$ cat config.mk
export PLATFORM = sky130hd
export DESIGN_NAME = rd_fifo_arbiter
export DESIGN_NICKNAME = d
export VERILOG_FILES = /design/src/rtl/rd_fifo_arbiter.sv
export SDC_FILE = /design/constraint.sdc
export NUM_CORES = 1
export LEC_CHECK = 0
export CORE_ASPECT_RATIO = 1.25
export CORE_MARGIN = 10
export CORE_UTILIZATION = 30
export DETAILED_ROUTE_END_ITERATION = 16
export SYNTH_ARGS = -nofsm -noshare
export SYNTH_HDL_FRONTEND = slang
export SYNTH_SLANG_ARGS = --single-unit
$ cat constraint.sdc
create_clock -name rclk -period 4.15 [get_ports rclk]
set_input_delay 0.415 -clock rclk [delete_from_list [all_inputs] [get_ports rclk]]
set_output_delay 0.415 -clock rclk [all_outputs]
set_load 0.05 [all_outputs]
$ cat src/rtl/rd_fifo_arbiter.sv
// Read-side scheduler for a crossbar output port fed by NUM_SRC FIFOs.
// Round-robin selection with burst locking, one pop per cycle, and a
// single-entry registered output stage toward the downstream consumer.
//
// Handshake: out_valid_o=1 means out_data_o/out_src_o/out_last_o hold a word;
// the word is consumed at a posedge where out_valid_o && out_ready_i. The
// stage may reload in that same cycle, so back-to-back words flow at one per
// cycle while out_ready_i stays high.
module rd_fifo_arbiter #(
    parameter int NUM_SRC    = 4,
    parameter int DATA_WIDTH = 32,
    parameter int MAX_BURST  = 4
) (
    input  logic                          rclk,
    input  logic                          rrst,
    input  logic [NUM_SRC-1:0]            src_empty_i,
    input  logic [NUM_SRC*DATA_WIDTH-1:0] src_rdata_i,
    output logic [NUM_SRC-1:0]            src_rpop_o,
    output logic                          out_valid_o,
    input  logic                          out_ready_i,
    output logic [DATA_WIDTH-1:0]         out_data_o,
    output logic [$clog2(NUM_SRC)-1:0]    out_src_o,
    output logic                          out_last_o,
    output logic                          dbg_state_o,
    output logic [3:0]                    dbg_burst_cnt_o,
    output logic [$clog2(NUM_SRC)-1:0]    dbg_rr_ptr_o
);
    localparam int SW = $clog2(NUM_SRC);

    typedef enum logic {IDLE = 1'b0, BURST = 1'b1} state_t;

    state_t                  state_q, state_d;
    logic [SW-1:0]           cur_q, cur_d;
    logic [3:0]              burst_cnt_q, burst_cnt_d;
    logic [SW-1:0]           rr_ptr_q, rr_ptr_d;
    logic                    out_valid_q;
    logic [DATA_WIDTH-1:0]   out_data_q;
    logic [SW-1:0]           out_src_q;
    logic                    out_last_q;

    logic                    slot_free;
    logic                    found;
    logic [SW-1:0]           pick;
    logic                    load;
    logic [SW-1:0]           grant;
    logic                    grant_end;
    logic [3:0]              cnt_next;

    // Index following v, wrapping at NUM_SRC (which need not be a power of 2).
    function automatic logic [SW-1:0] wrap_inc(input logic [SW-1:0] v);
        return (v == SW'(NUM_SRC - 1)) ? '0 : v + SW'(1);
    endfunction

    // Round-robin scan: first non-empty FIFO starting at rr_ptr_q.
    always_comb begin
        logic [SW:0] idx;
        found = 1'b0;
        pick  = '0;
        idx   = '0;
        // Walk offsets high to low so the smallest offset is the final winner.
        for (int k = NUM_SRC - 1; k >= 0; k--) begin
            idx = {1'b0, rr_ptr_q} + (SW+1)'(k);
            if (idx >= (SW+1)'(NUM_SRC)) begin
                idx = idx - (SW+1)'(NUM_SRC);
            end
            if (!src_empty_i[idx[SW-1:0]]) begin
                found = 1'b1;
                pick  = idx[SW-1:0];
            end
        end
    end

    // Next-state, pop decision and grant bookkeeping.
    always_comb begin
        slot_free   = ~out_valid_q | out_ready_i;
        state_d     = state_q;
        cur_d       = cur_q;
        burst_cnt_d = burst_cnt_q;
        rr_ptr_d    = rr_ptr_q;
        load        = 1'b0;
        grant       = cur_q;
        grant_end   = 1'b0;
        cnt_next    = burst_cnt_q + 4'd1;
        src_rpop_o  = '0;

        case (state_q)
            IDLE: begin
                cnt_next = 4'd1;
                if (found && slot_free) begin
                    load  = 1'b1;
                    grant = pick;
                    cur_d = pick;
                    if (cnt_next == 4'(MAX_BURST)) begin
                        grant_end   = 1'b1;
                        rr_ptr_d    = wrap_inc(pick);
                        burst_cnt_d = 4'd0;
                    end else begin
                        burst_cnt_d = cnt_next;
                        state_d     = BURST;
                    end
                end
            end
            BURST: begin
                // A stall freezes the grant even if the source runs dry meanwhile.
                if (slot_free) begin
                    if (src_empty_i[cur_q]) begin
                        rr_ptr_d    = wrap_inc(cur_q);
                        burst_cnt_d = 4'd0;
                        state_d     = IDLE;
                    end else begin
                        load  = 1'b1;
                        grant = cur_q;
                        if (cnt_next == 4'(MAX_BURST)) begin
                            grant_end   = 1'b1;
                            rr_ptr_d    = wrap_inc(cur_q);
                            burst_cnt_d = 4'd0;
                            state_d     = IDLE;
                        end else begin
                            burst_cnt_d = cnt_next;
                        end
                    end
                end
            end
            default: state_d = IDLE;
        endcase

        // No pop may escape while reset is asserted.
        if (rrst) begin
            load = 1'b0;
        end
        if (load) begin
            src_rpop_o[grant] = 1'b1;
        end
    end

    // Arbiter state registers.
    always_ff @(posedge rclk) begin
        if (rrst) begin
            state_q     <= IDLE;
            cur_q       <= '0;
            burst_cnt_q <= 4'd0;
            rr_ptr_q    <= '0;
        end else begin
            state_q     <= state_d;
            cur_q       <= cur_d;
            burst_cnt_q <= burst_cnt_d;
            rr_ptr_q    <= rr_ptr_d;
        end
    end

    // Single-entry output stage: load on pop, drain on accept, else hold.
    always_ff @(posedge rclk) begin
        if (rrst) begin
            out_valid_q <= 1'b0;
            out_data_q  <= '0;
            out_src_q   <= '0;
            out_last_q  <= 1'b0;
        end else if (load) begin
            out_valid_q <= 1'b1;
            out_data_q  <= src_rdata_i[grant*DATA_WIDTH +: DATA_WIDTH];
            out_src_q   <= grant;
            out_last_q  <= grant_end;
        end else if (out_ready_i) begin
            out_valid_q <= 1'b0;
        end
    end

    assign out_valid_o     = out_valid_q;
    assign out_data_o      = out_data_q;
    assign out_src_o       = out_src_q;
    assign out_last_o      = out_last_q;
    assign dbg_state_o     = (state_q == BURST);
    assign dbg_burst_cnt_o = burst_cnt_q;
    assign dbg_rr_ptr_o    = rr_ptr_q;

endmodule

== After elaboration in Yosys (flattened, before gate mapping) ==
Index checks and enable logic that the tools add are counted.

* Muxes and demuxes: 50
* Multipliers: 0
* Magnitude comparators: 11
* Add/subtract/negate cells: 9
* Equality and inequality tests: 4
* Div/mod/pow operators: 0
* Bitwise gates (word level): 3
* Shift-type cells: 1
* Reduce and logical (&&, ||, !) cells: 6

{| class="wikitable"
|+ Operator list
! kind !! count
|-
| $shiftx A128 B8 Y32 || 1
|-
| $mux W2 || 12
|-
| $mux W1 || 23
|-
| $mux W4 || 5
|-
| $lt A2 B3 Y1 const B || 6
|-
| $bmux W1 S2 || 5
|-
| $ge A3 B3 Y1 const B || 3
|-
| $pmux W4 S2 || 1
|-
| $sub A2 B1 Y2 const B || 4
|-
| $add A2 B2 Y3 const B || 2
|-
| $add A4 B1 Y4 const B || 1
|-
| $eq A4 B3 Y1 const B || 1
|-
| $pmux W1 S2 || 2
|-
| $pmux W2 S2 || 1
|-
| $reduce_bool A2 Y1 || 2
|-
| $add A2 B1 Y3 const B || 1
|-
| $ge A2 B3 Y1 const B || 1
|-
| $reduce_and A3 Y1 || 1
|-
| $add A2 B1 Y2 const B || 1
|-
| $demux W1 S2 || 1
|-
| $eq A2 B2 Y1 const B || 1
|-
| $ge A2 B1 Y1 const B || 1
|-
| $logic_and A1 B1 Y1 || 2
|-
| $ne A2 B1 Y1 const B || 1
|-
| other kinds (4) || 5
|}

* Bits of input ports: 135
* Bits in writable memories: 0
* Word-level logic and storage cells: 92
* ROM bits: 0
* Flip-flop bits (word level): 45
* Output and inout bits: 47
* Memories kept: 0
* Bits in latches: 0

== Longest topological paths before layout ==
* Word-level depth: 17
* Mapped depth: 8
* Mapped depth without buffers: 6

== Worst setup path after synthesis ==
No wires, ideal clock.

* Kind: reg-to-output
* Start: register state_q (netlist: dbg_state_o)
* End: output src_rpop_o[0]
* Arrival time: 2,530 ps
* Cell stages (with the launch flop): 8
* Setup slack: 1,205 ps
* Path buffers: 3
* Data required time: 3,735 ps
* Path through: dfxtp_1 > clkbuf_1 > or3_4 > a22o_4 > nand2b_1 > buf_6 > buf_6 > nor2_1

* Cells in the longest elaborated chain, start to end: 7
* Elaborated cells on any way between the ends: 10
* Classes of those cells: order compare: 2; mux: 6; bitwise: 1; reduce/logical: 1

{| class="wikitable"
|+ RTL lines
! what !! RTL line !! RTL
|-
| start: declaration || 32 || <nowiki>state_t state_q, state_d;</nowiki>
|-
| start signal: assignment || 144 || <nowiki>state_q <= state_d;</nowiki>
|-
| $not A1 Y1 || -- ||
|-
| $pmux W2 S2 || 86 || <nowiki>case (state_q)</nowiki>
|-
| $lt A2 B3 Y1 (not written as such) or $ge A2 B1 Y1 (tied branches) || 132 || <nowiki>src_rpop_o[grant] = 1'b1;</nowiki>
|-
| $logic_and A1 B1 Y1 (not written as such) || 132 ||
|-
| $mux W1 (not written as such) || 132 ||
|-
| $demux W1 S2 || 132 ||
|-
| $mux W4 (*) || 131 || <nowiki>if (load) begin</nowiki>
|-
| end: declaration || 18 || <nowiki>output logic [NUM_SRC-1:0] src_rpop_o,</nowiki>
|}

Every way passes the cells marked *; elsewhere a longest branch is shown, timed or not.

== Final worst setup path ==
* Start: input src_empty_i[2]
* End: output src_rpop_o[0]

* Cells in the longest elaborated chain, start to end: 14
* Elaborated cells on any way between the ends: 32
* Classes of those cells: order compare: 2; mux: 28; reduce/logical: 2

{| class="wikitable"
|+ RTL lines
! what !! RTL line !! RTL
|-
| start: declaration || 16 || <nowiki>input logic [NUM_SRC-1:0] src_empty_i,</nowiki>
|-
| $bmux W1 S2 || 66 || <nowiki>if (!src_empty_i[idx[SW-1:0]]) begin</nowiki>
|-
| $mux W1 (not written as such) || 66 ||
|-
| $mux W1 (4 in series) || 66 ||
|-
| $logic_and A1 B1 Y1 || 89 || <nowiki>if (found && slot_free) begin</nowiki>
|-
| $mux W2 || 89 ||
|-
| $pmux W2 S2 || 86 ||
|-
| $lt A2 B3 Y1 (not written as such) or $ge A2 B1 Y1 (tied branches) || 132 ||
|-
| $logic_and A1 B1 Y1 (not written as such) || 132 ||
|-
| $mux W1 (not written as such) || 132 ||
|-
| $demux W1 S2 || 132 ||
|-
| $mux W4 (*) || 131 ||
|}

Every way passes the cells marked *; elsewhere a longest branch is shown, timed or not. The select of a mux whose other input is x is not followed.

==> run_results.csv <==
group,metric,value,unit
sta,rsz0062_at_grt,"false",
placed_design,routabilityCongestion,0.823,
grt,grt_usage,0.167,
routing,totalWireLength,14.4,mm
routing,drtPass1Iterations,4,
job,drv_cap,0,
cts,cts_setup_buffers,0,
power_and_ir_drop,p_clk_frac,0.256,
worst_setup_path,path_buf_inv,3,
worst_setup_path,path_cells,"clkdlybuf4s50_1 > and4_4 > or3_4 > a22o_4 > nand2b_1 > buf_4 > nor2_1 > buf_12",
floorplan,die_area,16500,um^2
cts,cts_tree,"yes",
cts,ctsResizeCount,0,
floorplan,start_util,0.305,
grt,first_global_vias,4130,
finish,diodes,0,
synth,netlist_area,3530,um^2
outcome,status,"finished, final reports clean",
sta,fin_crit_sh,0.827,
power_and_ir_drop,netSwitchingFraction,0.386,
cts,cts.clk_slew.worst_paths,0.07,ns
cts,postCtsHoldBufs,0,
placed_design,placed_cell_area,5410,um^2
min_path,hp-class,"flop to flop",
routing,ant_nets,0,
cts,clk_latency,0.29,ns
cts,clock_path_buffers,2,
sta,setup_viol,0,
synth,yosysUniqueCellTypes,47,
power_and_ir_drop,ir_drop,0.176,mV
routing,vias,4011,
floorplan,fp.coreArea,11600,um^2
sta,tns,0,ns
finish,fin_util,0.483,
grt,grt_max_degree,38,
power_and_ir_drop,combPwrFrac,0.461,
finish,area_delta_synth_final,58.3,%
worst_setup_path,path_class,"input port to output port",
placed_design,placedCellCount,714,
finish,instances_no_fill,722,
worst_setup_path,critical-path-max-stage-delay,0.53,ns
sta,clock.fmax,291,MHz
power_and_ir_drop,pwr-share-seq,0.283,
placed_design,io_buffers,181,
synth,synth_edf_count,0,
finish,final_layout_size_suffix_gt1_frac,0.0651,
synth,syn_nets,566,
worst_setup_path,arrival,3.02,ns
synth,synth_seq_cells,45,
grt,grt_pass1_wl,22.1,mm
worst_setup_path,endpoint_kind,"output port",
placed_design,dpl.hpwl,10.8,mm
worst_setup_path,crit_fanout,37,
power_and_ir_drop,p_sw,729,uW
synth,synth_top_area_share,0.255,
worst_setup_path,crit_family,"simple AND/OR/NAND/NOR gates",
cts,numCtsBuffers,5,
worst_setup_path,crit_slowest_cell,"or3_4",
power_and_ir_drop,p_leak,0.00239,uW
synth,yosysSeqAreaShare,0.255,
power_and_ir_drop,internal_power,1160,uW
sta,tightest_slew,1.14,ns
cts,root_buffer,"clkbuf_16",
floorplan,num_io_pins,182,
synth,syn_avg_cell_area,8.24,um^2
finish,stdcell_area,5590,um^2
floorplan,fp.dieH,141,um
grt,antenna_found_initial,0,
routing,vias_per_cell,5.56,
grt,gr-total-overflow,0,
sta,hold_viol,0,
routing,drc,0,
cts,htree_levels,2,
floorplan,die_w,117,um
synth,async_reset_ff_frac,0,
worst_setup_path,critPathRequiredTime,3.73,ns
synth,syn-instance-count,428,
finish,nFillCells,1145,
routing,wire_per_inst,19.9,um
finish,nets,721,
sta,layout_min_cycle_time,3.43,ns
synth,synthFlopType,"dfxtp_1",
sta,relSlewSlack,0.243,
power_and_ir_drop,power_density,338,nW/um^2
sta,clock_skew,0.00420,ns
floorplan,rows,44,
synth,ys.warnings.count,0,
cts,cts_sinks,45,
worst_setup_path,start_kind,"input port",
routing,drtIter0Drc,211,
synth,synth_top_area_cell,"dfxtp_1",
sta,drv_slew,0,
synth,synthTopCellsByArea,"dfxtp_1 (26%), mux2i_1 (9.6%), and4_1 (7.9%), o311ai_1 (7.9%), a211oi_1 (7.0%)",
-- cell usage in the layout (no fill, tap or decap), drive strengths merged, types with 2 or more instances in the layout --
master,n
dfxtp,45
nor2,17
inv,35
a21oi,6
a211oi,33
o21ai,4
ha,3
clkdlybuf4s50,177
a2111oi,2
mux2i,34
o211ai,32
o21ba,2
and3,34
buf,17
nand2,34
a32oi,2
nand2b,7
and4,33
nor3,4
o311ai,32
clkbuf,6
o21a,2
nor2b,3
-- cell families after synthesis --
| family | share of synthesized area |
|---|---|
| multiplexers | 0.106 |
| adder cells (fa/ha/maj) | 0.0106 |
| AO/OA/AOI/OAI | 0.278 |
| AND/OR/NAND/NOR | 0.241 |
| flip-flops | 0.255 |
| buffers and inverters | 0.109 |
-- layer usage --
metal	vias up	track usage	part of all wire
li1	1951	-	-
met1	1896	0.185	0.38
met2	150	0.297	0.51
met3	14	0.0519	0.089
met4	0	0.0476	0.016
met5	-	0	0
-- power groups by stage --
| stage | Clock (uW) | Combinational, uW | Sequential (uW) |
|---|---|---|---|
| floorplan | 0 | 331 | 751 |
| global placement | 0 | 865 | 543 |
| detailed placement | 0 | 876 | 543 |
| CTS | 496 | 878 | 535 |
| global route | 514 | 926 | 544 |
| finish | 484 | 870 | 534 |
-- cell usage after synthesis, types with 2 or more instances --
master,instances
clkbuf_4,2
and3_1,34
dfxtp_1,45
o211ai_1,32
nor2_1,17
buf_2,7
nor2b_1,3
a32oi_1,2
o21a_1,2
nand2b_1,7
clkbuf_1,27
a21oi_1,6
buf_4,3
inv_1,35
nor3_1,3
mux2i_1,34
o21ai_0,3
o21ba_2,2
buf_6,7
and4_1,32
o311ai_1,32
nand2_1,34
ha_1,3
a211oi_1,33
-- sequential cells by signal (all words and copies together) (netlist names) --
register         cells
dbg_rr_ptr_o         2
dbg_state_o          1
out_last_o           1
out_src_o            2
out_valid_o          1
dbg_burst_cnt_o      4
cur_q                2
out_data_o          32
-- final timing paths --
check                        from              to  slack [ns]  cells past startpoint
setup reg to reg  dbg_rr_ptr_o[1]  out_data_o[25]        1.49                      7
setup / recovery   src_empty_i[2]   src_rpop_o[0]        0.72                      8
hold reg to reg    out_data_o[29]  out_data_o[29]        0.49                      2
hold / removal     out_data_o[29]  out_data_o[29]        0.49                      2
-- per-stage QoR --
stage               hold slack [ns]  total power, uW  setup WS (ns)
CTS                           0.490             1910          0.731
floorplan                     0.487             1080           1.21
detailed placement            0.473             1420          0.744
global placement              0.465             1410          0.801
finish                        0.486             1890          0.716
global route                  0.503             1980          0.599
-- worst min-delay path, delay by kind of cell (launching register included) --
family	cells	cell delay [ns]
flip-flops	1	0.33
AO/OA/AOI/OAI	1	0.08
AND/OR/NAND/NOR	1	0.05
-- area by class of cell --
cell class | instances | area, um^2 | share of cell area
Clock buffer | 6 | 139 | 0.0249
Inverter | 35 | 131 | 0.0235
Clock inverter | 2 | 37.5 | 0.00672
Multi-Input combinational cell | 302 | 2260 | 0.404
Tap cell | 138 | 173 | 0.0309
Sequential cell | 45 | 901 | 0.161
Timing Repair Buffer | 194 | 1950 | 0.349
Power figures use the tool's default switching activity.
==> variant, RTL diff (same flow settings) <==
Put a register stage on the output `dbg_state_o`, with the module's reset. The value now appears one clock later. The other outputs are not delayed to match.
--- a/src/rtl/rd_fifo_arbiter.sv
+++ b/src/rtl/rd_fifo_arbiter.sv
@@ -170,5 +170,11 @@
     assign out_src_o       = out_src_q;
     assign out_last_o      = out_last_q;
-    assign dbg_state_o     = (state_q == BURST);
+    always_ff @(posedge rclk) begin
+        if (rrst) begin
+            dbg_state_o <= '0;
+        end else begin
+            dbg_state_o <= (state_q == BURST);
+        end
+    end
     assign dbg_burst_cnt_o = burst_cnt_q;
     assign dbg_rr_ptr_o    = rr_ptr_q;
Function: changed (Yosys sat finds a counterexample within 4 cycles, from zero or initial values and one cycle with rrst high).
==> variant against the original RTL <==
Core utilization shrank 1.3 points. Synthesized area is 4.4% higher. Sequential cell count increased by 1. Sequential share of layout area is 0.068 points higher. Global-route usage decreased by 0.77 points. Combinational power is 1% lower. Hold slack worse by 0.0087 ns. Critical path depth down 1. Wire length decreased by 2.3%. Total power grew 2.6%. Die area up 3.7%. Worst setup slack improved by 0.069 ns. Design area is 1.8% higher.
==> variant: results <==
status:
  status: "completed"
critical_path:
  r2r_end: "out_data_o[23]"
  crit_start: "src_empty_i[1]"
  r2r_setup_slack_ns: 1.56
  worst-path-max-fanout: 37
  crit_arrival_ns: 2.95
  rr_worst_depth: 6
  path_delay_family: "compound AO/OA/AOI/OAI gates"
  slowest_delay_ns: 0.76
  slowest_stage: "o2bb2ai_4"
  r2r-start: "out_valid_o"
placed_design:
  dp_slack_ns: 0.745
  gp_congestion: 0.789
  hpwlAfterDp_mm: 10.5
  portBuffers: 181
power:
  p_leak_uw: 0.00240
  ir_worst_vdd_v: 0.000171
cells_and_area:
  fillerInstances: 1195
  num_antenna_cells: 0
  largest_register_ffs: 32
  final_layout_size_suffix_gt1_share_pct: 9.59
route:
  drt_wl_total_mm: 14.0
  drt_pass1_iterations: 4
  num_vias: 3954
  drt_iter0_drc: 178
yosys:
  synth_area_leaders: "dfxtp_1 (25%), mux2i_1 (9.2%), o311ai_1 (7.6%)"
  synthMuxAreaShare_pct: 10.2
  synth_compound_area_share_pct: 26.5
  async_flop_share_pct: 0
  yosysUniqueCellTypes: 54
  synth.top_cells.by_count: "dfxtp_1 (46), inv_1 (36), mux2i_1 (34), nand2_1 (34), a211oi_1 (33)"
  synth_top_area_share_pct: 25.0
  yosys_warnings: 0
  ys_seq_area_share_pct: 25.0
  syn-num-nets: 570
  synth_ff_type: "dfxtp_1"
  synthAdderAreaFrac_pct: 1.02
  yosys.area_share.xor_xnor_pct: 0
cts:
  max-clock-path-buffers: 2
  cts_made_buffers: 5
  cts_resized: 0
  root_buffer: "clkbuf_16"
  htreeDepth: 2
  clk-insertion-delay-late_ns: 0.29
  path_clk_slew_ns: 0.07
  post_cts_buffers: 0
global_route:
  grt_pass1_vias: 4093
  overflow: 0
  grt_usage_pct: 16.0
  grt_pass1_wl_mm: 22.3
  grt_max_degree: 67
timing:
  max_slew_margin_pct: 38.7
  skew_ns: 0.00419
  fmax_mhz: 297
hold_path:
  hp-start: "out_data_o[14]"
## variant: cell type report
| cell class | count | area share (%) |
|---|---|---|
| clock buffers | 5 | 2.20 |
| clock inverters | 3 | 1.21 |
| inverters | 36 | 2.38 |
| multi-input cells | 303 | 40.3 |
| flip-flops and latches | 46 | 16.2 |
| well taps | 164 | 3.61 |
| repair buffers | 191 | 34.1 |
## variant: worst register-to-register path, stage by stage, from the launching register on
cell	delay, ns
dfxtp_1	0.32
nand2b_1	0.19
o2111ai_1	0.20
o2bb2ai_4	0.76
nand2b_2	0.50
buf_4	0.34
o211ai_1	0.14
## variant: metrics by stage
stage / instance area (um2) / instances / util, %
2_1_floorplan: 3680 / 432 / -
3_3_place_gp: 5490 / 740 / 45.4
3_5_place_dp: 5490 / 740 / 45.4
4_1_cts: 5690 / 748 / 47.0
5_1_grt: 5690 / 748 / 47.0
6_report: 5690 / 748 / 47.0
## variant: cell families after synthesis
kind of cell | count (synthesis)
flops | 46
compound gates | 123
mux | 36
simple gates | 141
buf+inv | 83
fa+ha+maj | 3
## variant: how the worst min path moves through the flow
stage | endpoint | slack, ns | cells past startpoint
after floorplan | dbg_state_o | 0.60 | 3
after global placement | out_data_o[8] | 0.46 | 2
after detailed placement | out_data_o[19] | 0.47 | 2
after CTS | out_data_o[5] | 0.49 | 2
after global routing | out_data_o[19] | 0.50 | 2
final | out_data_o[14] | 0.48 | 2
## variant: routing by layer
layer  global-route usage, %  wire length, um
met5                       0                0
met4                    3.35              139
met3                    5.38             1020
met2                    28.7             7280
met1                    17.8             5590
## variant: report_power, final
part | internal, uW | switching, uW
Sequential | 505 | 38.7
Combinational | 359 | 499
Clock | 347 | 188
Total | 1210 | 726
